===== src/rtl/ex_wb_pipe.sv =====
// EX->WB pipeline register with valid/ready handshake, two-entry skid buffer,
// synchronous flush and a forwarding tap exposing the newest pending register write.
module ex_wb_pipe #(
    parameter int DATA_W = 8,
    parameter int REG_AW = 3,
    parameter int OP_W   = 2
) (
    input  logic              clk,
    input  logic              Reset,
    input  logic              flush,
    input  logic              in_valid,
    output logic              in_ready,
    input  logic [OP_W-1:0]   opcodeIn,
    input  logic [DATA_W-1:0] WriteDataIn,
    input  logic              WriteSignalIn,
    input  logic [REG_AW-1:0] WriteRegisterIn,
    output logic              out_valid,
    input  logic              out_ready,
    output logic [OP_W-1:0]   opcodeOut,
    output logic [DATA_W-1:0] WriteDataOut,
    output logic              WriteSignalOut,
    output logic [REG_AW-1:0] WriteRegisterOut,
    output logic              fwd_valid,
    output logic [REG_AW-1:0] fwd_reg,
    output logic [DATA_W-1:0] fwd_data,
    output logic [1:0]        count
);

    logic              main_valid_q, main_valid_d;
    logic [OP_W-1:0]   main_op_q,    main_op_d;
    logic [DATA_W-1:0] main_data_q,  main_data_d;
    logic              main_wsig_q,  main_wsig_d;
    logic [REG_AW-1:0] main_reg_q,   main_reg_d;

    logic              skid_valid_q, skid_valid_d;
    logic [OP_W-1:0]   skid_op_q,    skid_op_d;
    logic [DATA_W-1:0] skid_data_q,  skid_data_d;
    logic              skid_wsig_q,  skid_wsig_d;
    logic [REG_AW-1:0] skid_reg_q,   skid_reg_d;

    logic in_fire;
    logic out_fire;

    // Ready depends only on held state and Reset, so no comb path from out_ready.
    assign in_ready  = ~skid_valid_q & ~Reset;
    assign out_valid = main_valid_q;
    assign in_fire   = in_valid & in_ready;
    assign out_fire  = main_valid_q & out_ready;

    always_comb begin
        main_valid_d = main_valid_q;
        main_op_d    = main_op_q;
        main_data_d  = main_data_q;
        main_wsig_d  = main_wsig_q;
        main_reg_d   = main_reg_q;
        skid_valid_d = skid_valid_q;
        skid_op_d    = skid_op_q;
        skid_data_d  = skid_data_q;
        skid_wsig_d  = skid_wsig_q;
        skid_reg_d   = skid_reg_q;

        if (flush) begin
            main_valid_d = 1'b0;
            skid_valid_d = 1'b0;
        end else if (skid_valid_q) begin
            // Skid is always younger than main, so it refills main on drain.
            if (out_fire) begin
                main_valid_d = 1'b1;
                main_op_d    = skid_op_q;
                main_data_d  = skid_data_q;
                main_wsig_d  = skid_wsig_q;
                main_reg_d   = skid_reg_q;
                skid_valid_d = 1'b0;
            end
        end else if (!main_valid_q || out_ready) begin
            if (in_fire) begin
                main_valid_d = 1'b1;
                main_op_d    = opcodeIn;
                main_data_d  = WriteDataIn;
                main_wsig_d  = WriteSignalIn;
                main_reg_d   = WriteRegisterIn;
            end else begin
                main_valid_d = 1'b0;
            end
        end else if (in_fire) begin
            skid_valid_d = 1'b1;
            skid_op_d    = opcodeIn;
            skid_data_d  = WriteDataIn;
            skid_wsig_d  = WriteSignalIn;
            skid_reg_d   = WriteRegisterIn;
        end
    end

    always_ff @(posedge clk) begin
        if (Reset) begin
            main_valid_q <= 1'b0;
            main_op_q    <= '0;
            main_data_q  <= '0;
            main_wsig_q  <= 1'b0;
            main_reg_q   <= '0;
            skid_valid_q <= 1'b0;
            skid_op_q    <= '0;
            skid_data_q  <= '0;
            skid_wsig_q  <= 1'b0;
            skid_reg_q   <= '0;
        end else begin
            main_valid_q <= main_valid_d;
            main_op_q    <= main_op_d;
            main_data_q  <= main_data_d;
            main_wsig_q  <= main_wsig_d;
            main_reg_q   <= main_reg_d;
            skid_valid_q <= skid_valid_d;
            skid_op_q    <= skid_op_d;
            skid_data_q  <= skid_data_d;
            skid_wsig_q  <= skid_wsig_d;
            skid_reg_q   <= skid_reg_d;
        end
    end

    assign opcodeOut        = main_op_q;
    assign WriteDataOut     = main_data_q;
    assign WriteSignalOut   = main_wsig_q & main_valid_q;
    assign WriteRegisterOut = main_reg_q;

    // Newest pending write wins: the skid entry is younger than main.
    always_comb begin
        fwd_valid = 1'b0;
        fwd_reg   = '0;
        fwd_data  = '0;
        if (skid_valid_q && skid_wsig_q) begin
            fwd_valid = 1'b1;
            fwd_reg   = skid_reg_q;
            fwd_data  = skid_data_q;
        end else if (main_valid_q && main_wsig_q) begin
            fwd_valid = 1'b1;
            fwd_reg   = main_reg_q;
            fwd_data  = main_data_q;
        end
    end

    assign count = {1'b0, main_valid_q} + {1'b0, skid_valid_q};

endmodule


===== config.mk =====
export PLATFORM = sky130hd
export DESIGN_NAME = ex_wb_pipe
export DESIGN_NICKNAME = d
export VERILOG_FILES = /design/src/rtl/ex_wb_pipe.sv
export SDC_FILE = /design/constraint.sdc
export NUM_CORES = 1
export LEC_CHECK = 0
export CELL_PAD_IN_SITES_DETAIL_PLACEMENT = 0
export CELL_PAD_IN_SITES_GLOBAL_PLACEMENT = 2
export CORE_ASPECT_RATIO = 1.5
export CORE_MARGIN = 10
export CORE_UTILIZATION = 26
export CTS_CLUSTER_DIAMETER = 150
export DETAILED_ROUTE_END_ITERATION = 6
export PLACE_DENSITY = 0.86
export SLEW_MARGIN = 20
export SYNTH_ARGS = -nofsm -noshare
export SYNTH_HDL_FRONTEND = slang
export SYNTH_SLANG_ARGS = --single-unit

===== constraint.sdc =====
create_clock -name clk -period 2.1 [get_ports clk]
set_clock_uncertainty 0.15 [all_clocks]
set_input_delay 0.315 -clock clk [delete_from_list [all_inputs] [get_ports clk]]
set_output_delay 0.315 -clock clk [all_outputs]
set_load 0.05 [all_outputs]

==> metrics.txt <==
P_leak 0.000838 µW; DRT iter0 DRCs 77; die width 82.0 µm; leading area contributor after synthesis dfxtp_1; CP Capture Type primary output; Crit path buffers/inverters 1; GRT Residual Overflow 0; Max FO, Critical Path 9; CTS tree built; Tmin final 1.97 ns; Final nets 244; reg-to-reg slack, setup 0.38 ns; data required time at the worst endpoint 1.63 ns; number of vias per cell 4.88; Max VDD drop 276 µV; Reg2Reg Depth 4; pwr/cell area 555 nW/µm²; Pre-antenna DRT Iters 4; via count 1,440; number of routed nets with antenna violations 0; worst hold path stage count 2; # IOs 49; worst relative slew slack 0.660; worst-skew pair later-pin latency 0.27 ns; RR Startpoint out_valid$_SDFFE_PP0P_; Clock Sinks 30; outcome finished, final reports clean; final setup margin 0.130 ns; share of cells above drive strength 1 0.236; worst stage delay on the critical path 0.83 ns; CTS clk-pin slew, worst paths 0.06 ns; die area 9270 µm²; row cnt 33; critical-path cell list clkdlybuf4s50_1; Post-Syn Area per Cell 9.09 µm²; Critical Path AT 1.50 ns; Die Ht 113 µm; setup_tns 0 ns; DR WL/cell 16.3 µm; port bufs 48; Syn Nets 185; Max Cap Viol 0; post-CTS setup buffers 0; H-tree depth 2; FMAX 508 MHz; number of global-route vias before repair 1,514; first-pass GRT wire length 7640 µm; worst-margin pin slew 0.508 ns; Tcrit/Tclk final 0.938; Post-CTS Hold Fix Bufs 0; worst min path class flip-flop to flip-flop; post-placement cell count 287; fin. max-slew vios 0; Synth Register Bits 30; area delta synth->final 58.5%; HP Start skid_op_q[1]$_SDFFE_PP0P_; largest net degree at the start of global routing 16; TritonCTS Buffers 5; Worst path top cell family by delay buffers and inverters; post-synth cell types 27; CTS Buffer Depth 2; All-Layer GR Usage 0.106; initial antenna violation count 0; Seq/Total Area, Yosys 0.400; core box area 5530 µm²; area share of the largest cell type after synthesis 0.400; DP Worst Slack 0.130 ns; Initial Util 0.271; GP Congestion 0.716; Worst setup SP type flip-flop; Diodes inserted 0; Hold Fails Final Rpt 0; Syn. warnings 0; drc violations 0; clk root buf clkbuf_8; Setup-failing EPs final 0; Total Routed Length 4810 µm; post-CTS sizing 0; Post-Syn Instances 165; Pwr Total 1320 µW; FF-to-FF End main_wsig_q$_SDFFE_PP0P_; slowest cell on the critical path clkdlybuf4s50_1; Hold Path End skid_op_q[1]$_SDFFE_PP0P_; RSZ-0062 raised after global routing false; non-filler cells, final 295; largest cells by area after synthesis dfxtp_1 (40%), a221oi_2 (10%), mux2i_1 (8.7%), a22o_1 (6.4%), a21oi_1 (5.7%); HPWL Detailed 3590 µm; CP Class flip-flop to primary output; Post-Syn Area 1500 µm²
cell usage in the layout (no fill, tap or decap), types with 6 or more instances in the layout:
cell type | synthesis | routed
clkdlybuf4s50_1 | 0 | 32
inv_1 | 17 | 17
buf_12 | 0 | 15
a22o_1 | 11 | 11
dfxtp_1 | 30 | 29
buf_4 | 1 | 18
nor2_1 | 6 | 6
a21oi_1 | 17 | 17
o21ai_0 | 13 | 13
mux2i_1 | 13 | 13
a221oi_2 | 10 | 10
clkbuf_8 | 0 | 6
nand3_1 | 14 | 14
cells by family (layout without fill, tap and decap cells):
family / Yosys count / in the layout / share of synthesized area
fa+ha+maj: 1 / 1 / 0.00834
compound gates: 60 / 60 / 0.312
mux: 13 / 13 / 0.0867
simple gates: 31 / 31 / 0.108
flops: 30 / 30 / 0.400
buf+inv: 30 / 90 / 0.0842
worst max path at each step:
| stage | slack (ns) | startpoint | cells after the start | to |
|---|---|---|---|---|
| final | 0.13 | out_valid$_SDFFE_PP0P_ | 1 | out_valid |
| after floorplan | 0.05 | skid_valid_q$_SDFF_PP0_ | 5 | fwd_data[0] |
| after detailed placement | 0.13 | out_ready | 5 | WriteRegisterOut[2]$_SDFFE_PP0P_ |
| after global routing | 0.04 | skid_valid_q$_SDFF_PP0_ | 5 | fwd_reg[2] |
| after CTS | 0.11 | out_valid$_SDFFE_PP0P_ | 1 | out_valid |
| after global placement | 0.17 | out_ready | 5 | main_wsig_q$_SDFFE_PP0P_ |
power by group:
part / switching, µW / internal, µW / leakage [µW]
Clock: 206 / 264 / 0.0000482
Sequential: 13.7 / 586 / 0.000244
Combinational: 145 / 107 / 0.000546
Total: 364 / 957 / 0.000838
final cells by class:
| cell class | instances | area, µm² |
|---|---|---|
| inverters | 17 | 63.8 |
| flip-flops and latches | 30 | 602 |
| clock inverters | 1 | 5.00 |
| clock buffers | 7 | 86.3 |
| multi-input cells | 105 | 778 |
| repair buffers | 65 | 756 |
| fillers | 571 | 3150 |
| well taps | 70 | 87.6 |
cells in the mapped netlist, drive strengths merged:
cell     count
dfxtp       30
a21oi       17
inv         17
o21ai       15
a221oi      14
nand3       14
mux2i       13
a22o        11
clkbuf       8
nor2         6
buf          5
nand2        4
nand2b       2
or2          2
a211oi       1
a221o        1
and2         1
and4bb       1
ha           1
nand4bb      1
o2bb2ai      1
metrics by stage:
stage	util	cell area, µm²	hold slack [ns]
finish	0.430	2380	0.325
global route	0.430	2380	0.349
CTS	0.430	2380	0.327
detailed placement	0.413	2290	0.318
global placement	0.413	2290	0.308
floorplan	-	1500	0.296
metal layers:
| metal | track usage | share of wire | vias to the layer above |
|---|---|---|---|
| met5 | 0 | 0 | - |
| met3 | 0.0325 | 0.058 | 4 |
| li1 | - | - | 724 |
| met1 | 0.111 | 0.39 | 679 |
| met2 | 0.190 | 0.54 | 33 |
| met4 | 0.0376 | 0.011 | 0 |
flip-flops by register name, summed over array words and instances (netlist names):
register,cells
WriteDataOut,8
WriteRegisterOut,3
main_wsig_q,1
opcodeOut,2
out_valid,1
skid_data_q,8
skid_op_q,2
skid_reg_q,3
skid_valid_q,1
skid_wsig_q,1
Note: power is estimated with default switching activity, not from simulation.
